$ cat src/rtl/bnn_pkg.sv
// rtl/bnn_pkg.sv - shared types and address widths for the BNN layer scheduler and core controller
package bnn_pkg;

    localparam int WADDR_W = 9;
    localparam int ALPHA_W = 8;

    typedef enum logic [2:0] {
        IDLE,
        LOAD,
        KICK,
        WAIT_BUSY,
        WAIT_IDLE,
        NEXT,
        DONE
    } sched_state_t;

    typedef struct packed {
        logic [WADDR_W-1:0] wbase;
        logic [ALPHA_W-1:0] abase;
    } layer_desc_t;

endpackage

$ cat src/rtl/bnn_desc_table.sv
// rtl/bnn_desc_table.sv - per-layer descriptor storage, one write port and one asynchronous read port
module bnn_desc_table
    import bnn_pkg::*;
#(
    parameter int DEPTH = 8,
    parameter int AW    = $clog2(DEPTH)
) (
    input  logic        clk,
    input  logic        we_i,
    input  logic [AW-1:0] waddr_i,
    input  layer_desc_t wdata_i,
    input  logic [AW-1:0] raddr_i,
    output layer_desc_t rdata_o
);

    // Contents are intentionally not reset; the host reloads the table before use.
    layer_desc_t mem_q [DEPTH];

    always_ff @(posedge clk) begin
        if (we_i) begin
            mem_q[waddr_i] <= wdata_i;
        end
    end

    assign rdata_o = mem_q[raddr_i];

endmodule

$ cat src/rtl/bnn_layer_sched.sv
// rtl/bnn_layer_sched.sv - multi-layer run scheduler driving the BNN core controller
// Optional watchdog: define BNN_SCHED_WDOG_EN to bound the core wait states.
module bnn_layer_sched
    import bnn_pkg::*;
#(
    parameter int MAX_LAYERS = 8,
    parameter int WADDR_W    = bnn_pkg::WADDR_W,
    parameter int ALPHA_W    = bnn_pkg::ALPHA_W,
    parameter int WDOG_W     = 16,
    localparam int IDX_W     = $clog2(MAX_LAYERS)
) (
    input  logic               clk,
    input  logic               rst,
    input  logic               cfg_we,
    input  logic [IDX_W-1:0]   cfg_addr,
    input  logic [WADDR_W-1:0] cfg_wbase,
    input  logic [ALPHA_W-1:0] cfg_abase,
    input  logic [IDX_W:0]     num_layers,
    input  logic               run_start,
    output logic               run_busy,
    output logic               run_done,
    output logic               run_err,
    output logic [IDX_W-1:0]   layer_idx,
    output logic [WADDR_W-1:0] weight_base,
    output logic [ALPHA_W-1:0] alpha_base,
    output logic               act_bank,
    output logic               core_start,
    input  logic               core_idle
);

    localparam logic [IDX_W:0]   MAX_N   = (IDX_W+1)'(MAX_LAYERS);
    localparam logic [IDX_W:0]   N_ONE   = {{IDX_W{1'b0}}, 1'b1};
    localparam logic [IDX_W-1:0] IDX_ONE = {{(IDX_W-1){1'b0}}, 1'b1};

    if ((MAX_LAYERS & (MAX_LAYERS - 1)) != 0 || MAX_LAYERS < 2 || WDOG_W < 2) begin : g_bad_cfg
        $error("bnn_layer_sched: MAX_LAYERS must be a power of 2 >= 2 and WDOG_W >= 2");
    end

    sched_state_t       state_q, state_d;
    logic [IDX_W:0]     num_q, num_d;
    logic [IDX_W-1:0]   idx_q, idx_d;
    logic [WADDR_W-1:0] wbase_q, wbase_d;
    logic [ALPHA_W-1:0] abase_q, abase_d;
    logic               bank_q, bank_d;
    logic               err_q, err_d;
    layer_desc_t        wr_desc, rd_desc;

`ifdef BNN_SCHED_WDOG_EN
    localparam logic [WDOG_W-1:0] WDOG_ONE = {{(WDOG_W-1){1'b0}}, 1'b1};
    logic [WDOG_W-1:0] wdog_q, wdog_d;
`endif

    assign wr_desc.wbase = cfg_wbase;
    assign wr_desc.abase = cfg_abase;

    // The table is frozen for the whole run so LOAD never races a host write.
    bnn_desc_table #(.DEPTH(MAX_LAYERS), .AW(IDX_W)) u_table (
        .clk     (clk),
        .we_i    (cfg_we && (state_q == IDLE)),
        .waddr_i (cfg_addr),
        .wdata_i (wr_desc),
        .raddr_i (idx_q),
        .rdata_o (rd_desc)
    );

    always_comb begin
        state_d = state_q;
        num_d   = num_q;
        idx_d   = idx_q;
        wbase_d = wbase_q;
        abase_d = abase_q;
        bank_d  = bank_q;
        err_d   = err_q;
`ifdef BNN_SCHED_WDOG_EN
        wdog_d  = wdog_q;
`endif
        case (state_q)
            IDLE: begin
                if (run_start) begin
                    num_d   = (num_layers > MAX_N) ? MAX_N : num_layers;
                    idx_d   = '0;
                    bank_d  = 1'b0;
                    err_d   = 1'b0;
                    state_d = (num_layers == '0) ? DONE : LOAD;
                end
            end
            LOAD: begin
                wbase_d = rd_desc.wbase;
                abase_d = rd_desc.abase;
                state_d = KICK;
            end
            KICK: begin
`ifdef BNN_SCHED_WDOG_EN
                wdog_d  = '0;
`endif
                state_d = WAIT_BUSY;
            end
            WAIT_BUSY: if (!core_idle) state_d = WAIT_IDLE;
            WAIT_IDLE: if (core_idle) state_d = NEXT;
            NEXT: begin
                bank_d = ~bank_q;
                if ({1'b0, idx_q} == num_q - N_ONE) begin
                    state_d = DONE;
                end else begin
                    idx_d   = idx_q + IDX_ONE;
                    state_d = LOAD;
                end
            end
            DONE:    state_d = IDLE;
            default: state_d = IDLE;
        endcase
`ifdef BNN_SCHED_WDOG_EN
        if (state_q == WAIT_BUSY || state_q == WAIT_IDLE) begin
            if (&wdog_q) begin
                err_d   = 1'b1;
                state_d = DONE;
            end else begin
                wdog_d  = wdog_q + WDOG_ONE;
            end
        end
`endif
    end

    always_ff @(posedge clk) begin
        if (!rst) begin
            state_q <= IDLE;
            num_q   <= '0;
            idx_q   <= '0;
            wbase_q <= '0;
            abase_q <= '0;
            bank_q  <= 1'b0;
            err_q   <= 1'b0;
`ifdef BNN_SCHED_WDOG_EN
            wdog_q  <= '0;
`endif
        end else begin
            state_q <= state_d;
            num_q   <= num_d;
            idx_q   <= idx_d;
            wbase_q <= wbase_d;
            abase_q <= abase_d;
            bank_q  <= bank_d;
            err_q   <= err_d;
`ifdef BNN_SCHED_WDOG_EN
            wdog_q  <= wdog_d;
`endif
        end
    end

    assign run_busy    = (state_q != IDLE);
    assign run_done    = (state_q == DONE);
    assign core_start  = (state_q == KICK);
    assign run_err     = err_q;
    assign layer_idx   = idx_q;
    assign weight_base = wbase_q;
    assign alpha_base  = abase_q;
    assign act_bank    = bank_q;

endmodule

$ cat config.mk
export PLATFORM = sky130hd
export DESIGN_NAME = bnn_layer_sched
export DESIGN_NICKNAME = d
export VERILOG_FILES = /design/src/rtl/bnn_pkg.sv /design/src/rtl/bnn_desc_table.sv /design/src/rtl/bnn_layer_sched.sv
export SDC_FILE = /design/constraint.sdc
export NUM_CORES = 1
export LEC_CHECK = 0
export ABC_AREA = 1
export BUFFER_PORTS_ARGS = -buffer_cell sky130_fd_sc_hd__buf_2
export CAP_MARGIN = 20
export CORE_MARGIN = 3
export CORE_UTILIZATION = 40
export CTS_CLUSTER_DIAMETER = 30
export DETAILED_ROUTE_END_ITERATION = 16
export GPL_TIMING_DRIVEN = 0
export PLACE_DENSITY = 0.54
export SLEW_MARGIN = 0
export SYNTH_ARGS = -nofsm -noshare
export SYNTH_HDL_FRONTEND = slang
export SYNTH_SLANG_ARGS = --single-unit
$ cat constraint.sdc
create_clock -name clk -period 3.1 [get_ports clk]
set_input_delay 0.465 -clock clk [delete_from_list [all_inputs] [get_ports clk]]
set_output_delay 0.465 -clock clk [all_outputs]
set_load 0.02 [all_outputs]
==> results.sh, run 1 <==
export IMPL_grt_ovfl_total=0
export IMPL_synth_common_cells="edfxtp_1 (136), nor2_1 (115), o21ai_0 (65)"
export IMPL_fin_crit_ns=2.23
export IMPL_critPathKind="flop to flop"
export IMPL_status="finished clean"
export IMPL_rrSetupSlack_ns=0.87
export IMPL_hold_path_startpoint="cfg_abase[2]"
export IMPL_cts_made_buffers=17
export IMPL_antenna_left=0
export IMPL_start_util=0.412
export IMPL_hold_viol=0
export IMPL_ios=54
export IMPL_yosysUniqueCellTypes=31
export IMPL_final_setup_tns_ns=0
export IMPL_cts_resized=0
export IMPL_synth_area_mux_share=0
export IMPL_yosysTopAreaCell="edfxtp_1"
export IMPL_startpoint_type="flop"
export IMPL_worst_pin_slew_ns=0.762
export IMPL_holdBufCountCts=0
export IMPL_reg2reg_depth=6
export IMPL_antenna_found_initial=1
export IMPL_syn_nets=594
export IMPL_yosysTopAreaCellShare=0.619
export IMPL_critPathArrivalTime_ns=2.36
export IMPL_synth_compound_area_frac=0.116
export IMPL_drc=0
export IMPL_p_leak_nw=2.81
export IMPL_critical_path_required_ns=3.23
export IMPL_timing_max_cap_violations=0
export IMPL_dp_hpwl_mm=11.8
export IMPL_num_rows=46
export IMPL_postSynthCellCount=563
export IMPL_clk_pin_slew_ns=0.06
export IMPL_holdPathEnd="u_table.mem_q[0][2]"
export IMPL_cts_buffer_depth=2
export IMPL_setup_viol=0
export IMPL_clkLatencyLatePin_ns=0.42
export IMPL_vias=4591
export IMPL_synthTopCellsByArea="edfxtp_1 (62%), dfxtp_1 (8.5%), nor2_1 (6.5%)"
export IMPL_path_max_fanout=11
export IMPL_timing_rr_end="u_table.mem_q[5][9]"
export IMPL_nets=673
export IMPL_grt_usage=0.201
export IMPL_ctsRootBufferMaster="clkbuf_16"
export IMPL_area_delta_synth_final_pct=19.2
export IMPL_synth_most_common_cell="edfxtp_1"
export IMPL_synth_top_family_by_area="simple AND/OR/NAND/NOR gates"
export IMPL_synth_edf_count=136
export IMPL_fin_skew_ns=0.00527
export IMPL_grt_setup_unrepaired="false"
export IMPL_drv_slew=0
export IMPL_synth_seq_cells=164
export IMPL_drtIter0Drc=416
export IMPL_power_density_nw_per_um2=703
export IMPL_async_flop_share=0
export IMPL_dr_pass1_iters=4
export IMPL_end_kind="flop"
export IMPL_drt_wl_total_mm=17.7
export IMPL_hold_class="input pin to flop"
export IMPL_yosys_area_share_simple=0.131
export IMPL_yosysWarnings=0
export IMPL_htree_levels=4
export IMPL_gp_congestion=0.791
export IMPL_numPortBuffers=52
export IMPL_post_cts_setup_buffers=0
export IMPL_cts_tree="done"
export IMPL_synth_xor_area_frac=0.00266
export IMPL_peakVddDrop_uv=383
export IMPL_synthAdderAreaFrac=0.00379
export IMPL_grt_first_pass_wirelength_mm=26.5
export IMPL_viasPerCell=5.27
export IMPL_die_height_um=134
export IMPL_grt_pass1_vias=4490
export IMPL_antenna_cells=0
export IMPL_drt_wirelength_per_cell_um=20.3
export IMPL_hold_depth=1
export IMPL_netlist_area_um2=6600
export IMPL_period_share=0.720
export IMPL_clock_fmax_mhz=448
export IMPL_die_area_um2=18100
export IMPL_drive_gt1_frac=0.202
export IMPL_clock_sinks=164
export IMPL_grt_max_degree=17
export IMPL_yosysSeqAreaShare=0.704
export IMPL_ys_flop_type="edfxtp_1"
export IMPL_fin_ws_ns=0.869
export IMPL_timing_rr_start="state_q[1]"
export IMPL_max_slew_margin_rel=0.492
export IMPL_post_place_ws_ns=0.851
export IMPL_core_area_um2=16000
export IMPL_postSynthAreaPerCell_um2=11.7
export IMPL_die_x_um=134
-- state kept, by name, summed over array words and instances, names as in the netlist --
signal         count
weight_base        9
u_table.mem_q    136
state_q            3
num_q              4
alpha_base         8
act_bank           1
layer_idx          3
-- how the worst max path moves through the flow --
stage,from,endpoint,slack [ns]
after detailed placement,state_q[1],u_table.mem_q[5][9],0.85
after CTS,state_q[1],u_table.mem_q[5][10],0.85
after global routing,state_q[1],u_table.mem_q[5][12],0.78
after floorplan,state_q[1],u_table.mem_q[6][0],1.11
final,state_q[1],u_table.mem_q[5][9],0.87
after global placement,state_q[1],u_table.mem_q[4][10],0.21
-- cell type report --
type / count / area, µm²
fillers: 1474 / 8140
flip-flops and latches: 164 / 4640
multi-input cells: 342 / 1690
clock buffers: 17 / 425
repair buffers: 60 / 385
well taps: 216 / 270
plain buffers: 31 / 181
clock inverters: 15 / 164
inverters: 26 / 97.6
-- routing by layer --
layer  share of wire  vias to the layer above  GRT usage
li1                -                     2166          -
met1            0.44                     2253      0.262
met2            0.48                      142      0.329
met3           0.060                       28     0.0476
met4           0.018                        2     0.0747
met5         0.00074                        -          0
-- report_power, final --
part | switching [W] | internal [W]
Combinational | 0.000571 | 0.000251
Clock | 0.000840 | 0.00125
Sequential | 0.0000651 | 0.00255
-- cell families (layout without fill, tap and decap cells) --
logic type,Yosys count,after routing
xor gates and xnor gates,2,2
AOI/OAI and AO/OA,133,133
adders and majority gates,2,2
and+or+nand+nor,204,204
other,1,1
DFF,164,164
buffers and inverters,57,149
-- cell usage in the layout (no fill, tap or decap), types with 2 or more instances in the layout --
master | Yosys | final
clkbuf_1 | 12 | 12
edfxtp_1 | 136 | 136
nor2_2 | 1 | 9
buf_8 | 0 | 5
buf_4 | 4 | 4
nand3_1 | 24 | 24
inv_2 | 7 | 7
o211ai_1 | 34 | 34
o21ai_0 | 65 | 65
nor2_1 | 115 | 107
clkinv_2 | 0 | 3
ha_1 | 2 | 2
o32ai_1 | 3 | 3
o21ai_1 | 4 | 4
clkinvlp_4 | 0 | 4
nand2_2 | 3 | 3
buf_6 | 5 | 7
clkbuf_16 | 0 | 17
a21oi_1 | 26 | 26
dfxtp_1 | 28 | 28
nor3_1 | 5 | 5
buf_2 | 10 | 62
xnor2_1 | 2 | 2
bufinv_16 | 0 | 3
clkinv_1 | 1 | 4
inv_1 | 18 | 18
nand2_1 | 49 | 49
-- stage by stage --
step / instances / hold slack, ns / utilization / area [µm²] / power (W)
after floorplan: 563 / 0.442 / - / 6600 / 0.00316
after global placement: 831 / 0.436 / 0.445 / 7130 / 0.00344
after detailed placement: 839 / 0.439 / 0.455 / 7270 / 0.00348
after CTS: 871 / 0.295 / 0.491 / 7860 / 0.00556
after global routing: 871 / 0.302 / 0.491 / 7860 / 0.00573
final: 871 / 0.310 / 0.491 / 7860 / 0.00553
-- critical path: stages (launching register included) --
cell and delay [ns]:
dfxtp_1 0.38, inv_2 0.14, nand3_4 0.10, nor2_1 0.18, nand2_1 0.22, nor2_2 0.65
buf_6 0.26
No activity file was read; power rests on OpenSTA's default activity.
==> run 2: changes to the inputs <==
--- a/config.mk
+++ b/config.mk
@@ -5,7 +5,7 @@
 export SDC_FILE = /design/constraint.sdc
 export NUM_CORES = 1
 export LEC_CHECK = 0
-export ABC_AREA = 1
+export ABC_AREA = 0
 export BUFFER_PORTS_ARGS = -buffer_cell sky130_fd_sc_hd__buf_2
 export CAP_MARGIN = 20
 export CORE_MARGIN = 3
@@ -13,7 +13,7 @@
 export CTS_CLUSTER_DIAMETER = 30
 export DETAILED_ROUTE_END_ITERATION = 16
 export GPL_TIMING_DRIVEN = 0
-export PLACE_DENSITY = 0.54
+export PLACE_DENSITY = 0.56
 export SLEW_MARGIN = 0
 export SYNTH_ARGS = -nofsm -noshare
 export SYNTH_HDL_FRONTEND = slang
==> constraint.sdc (replaced) <==
create_clock -name clk -period 1.95 [get_ports clk]
set_input_delay 0.2925 -clock clk [delete_from_list [all_inputs] [get_ports clk]]
set_output_delay 0.2925 -clock clk [all_outputs]
set_load 0.02 [all_outputs]
==> results.sh, run 2 <==
export IMPL_synth_edf_count=136
export IMPL_ios=54
export IMPL_p_leak_nw=2.64
export IMPL_critPathKind="flop to flop"
export IMPL_numPortBuffers=52
export IMPL_start_util=0.415
export IMPL_mostFrequentLayoutCells="edfxtp_1 (136), buf_2 (59), mux4_2 (34)"
export IMPL_drc=0
export IMPL_yosysUniqueCellTypes=37
export IMPL_fin_area_um2=7920
export IMPL_nets=479
export IMPL_grt_first_pass_wirelength_mm=22.0
export IMPL_postSynthAreaPerCell_um2=17.7
export IMPL_period_share=0.952
export IMPL_cts_tree="done"
export IMPL_drtIter0Drc=213
export IMPL_peakVddDrop_uv=617
export IMPL_clkLatencyLatePin_ns=0.41
export IMPL_syn_nets=393
export IMPL_end_kind="flop"
export IMPL_clock_fmax_mhz=539
export IMPL_critPathMostFrequentCell="buf_2"
export IMPL_ys_flop_type="edfxtp_1"
export IMPL_layout_commonest_cell="edfxtp_1"
export IMPL_dr_pass1_iters=4
export IMPL_path_max_fanout=10
export IMPL_viasPerCell=5.32
export IMPL_yosysTopAreaCellShare=0.637
export IMPL_cp_cell_sequence="buf_2 -> buf_2 -> mux4_2 -> mux2i_1 -> a21oi_1"
export IMPL_grt_setup_unrepaired="false"
export IMPL_async_flop_share=0
export IMPL_status="finished clean"
export IMPL_synth_common_cells="edfxtp_1 (136), mux4_2 (34), dfxtp_1 (28)"
export IMPL_largest_reg_flops=136
export IMPL_ctsRootBufferMaster="clkbuf_16"
export IMPL_antenna_left=0
export IMPL_slowest_delay_ns=0.37
export IMPL_dp_hpwl_mm=9.10
export IMPL_num_rows=45
export IMPL_nFillCells=1314
export IMPL_power_density_nw_per_um2=989
export IMPL_gp_congestion=0.810
export IMPL_grt_pass1_vias=3663
export IMPL_startpoint_type="flop"
export IMPL_dp_cells=633
export IMPL_final_cells=673
export IMPL_grt_max_degree=17
export IMPL_clock_sinks=164
export IMPL_yosysWarnings=0
export IMPL_grt_ovfl_total=0
export IMPL_fin_crit_ns=1.86
export IMPL_vias=3583
export IMPL_yosysSeqAreaShare=0.725
export IMPL_slowest_stage="buf_2"
export IMPL_htree_levels=4
export IMPL_placed_area_um2=7180
export IMPL_drt_wirelength_per_cell_um=21.1
export IMPL_grt_usage=0.170
export IMPL_netlist_area_um2=6410
export IMPL_max_slew_margin_rel=0.634
export IMPL_die_x_um=133
export IMPL_critPathArrivalTime_ns=2.13
export IMPL_top_register="u_table.mem_q"
export IMPL_yosysTopAreaCell="edfxtp_1"
export IMPL_final_setup_tns_ns=0
export IMPL_clk_pin_slew_ns=0.06
export IMPL_synthTopCellsByArea="edfxtp_1 (64%), mux4_2 (12%), dfxtp_1 (8.7%)"
export IMPL_drv_slew=0
export IMPL_critical_path_required_ns=2.22
export IMPL_cts_buffer_depth=2
export IMPL_timing_max_cap_violations=0
export IMPL_cts_made_buffers=17
export IMPL_hold_class="input pin to flop"
export IMPL_synth_most_common_cell="edfxtp_1"
export IMPL_area_delta_synth_final_pct=23.6
export IMPL_fin_skew_ns=0.00908
export IMPL_core_area_um2=15400
export IMPL_setup_viol=0
export IMPL_hold_viol=0
export IMPL_die_height_um=133
export IMPL_rrSetupSlack_ns=0.09
export IMPL_drt_wl_total_mm=14.2
export IMPL_drive_gt1_frac=0.351
export IMPL_worst_pin_slew_ns=0.550
export IMPL_postSynthCellCount=362
export IMPL_antenna_found_initial=0
export IMPL_synth_seq_cells=164
export IMPL_die_area_um2=17600
[run 2: layout make-up]
type	instances	area [µm²]	share of cell area
Sequential cell	164	4650	0.586
Antenna cell	1	2.50	0.000316
Multi-Input combinational cell	170	1730	0.218
Inverter	8	30.0	0.00379
Timing Repair Buffer	67	533	0.0673
Buffer	20	126	0.0159
Clock buffer	19	433	0.0546
Clock inverter	13	158	0.0199
Tap cell	211	264	0.0333
[run 2: power breakdown]
part           total [W]  internal (W)  switching (W)  leakage [nW]
registers        0.00396       0.00391      0.0000530          1.46
clock network    0.00331       0.00201        0.00129         0.276
logic           0.000566      0.000205       0.000361         0.901
[run 2: worst max-delay path: cells and delay by family (launching register included)]
family	cells	cell delay, ns
DFF	1	0.35
AOI/OAI and AO/OA	1	0.10
muxes	2	0.61
buffers and inverters	2	0.64
[run 2: cells by family after synthesis]
logic type                 count (synthesis)  synth area share
adders and majority gates                  2           0.00390
xor gates and xnor gates                   3           0.00410
muxes                                     52             0.148
DFF                                      164             0.725
AOI/OAI and AO/OA                         55            0.0494
other                                      1          0.000585
and+or+nand+nor                           57            0.0492
buffers and inverters                     28            0.0207
[run 2: final timing paths]
path,startpoint,cells past startpoint,end
worst max-delay path,layer_idx[1],5,alpha_base[3]
worst min-delay path,cfg_abase[2],1,u_table.mem_q[1][2]
worst max register to register,layer_idx[1],5,alpha_base[3]
worst min register to register,num_q[3],2,num_q[3]
[run 2: timing repair]
| action | CTS | global route |
|---|---|---|
| pin swaps | 6 | 4 |
| gates resized for setup | 11 | 17 |
| setup endpoints to repair | 139 | 129 |
| hold buffers | 0 | 0 |
| buffers inserted | 7 | 0 |
[run 2: per-layer routing]
metal  part of all wire  vias to the layer above  track usage  routed length (µm)
met1               0.45                     1825        0.234                6320
met4              0.021                        0       0.0652                 304
met5                  0                        -            0                   0
met2               0.48                      109        0.258                6790
li1                   -                     1630            -                   -
met3              0.054                       19       0.0490                 759
[run 2: stage by stage]
stage                     hold slack [ns]   util  setup WS [ns]  total power (W)
after floorplan                     0.391      -         -0.215          0.00430
after global placement              0.466  0.450          -1.30          0.00451
after detailed placement            0.477  0.465         -0.388          0.00456
after CTS                           0.130  0.511         0.0112          0.00789
after global routing                0.135  0.513         0.0299          0.00812
final                               0.142  0.514         0.0943          0.00784
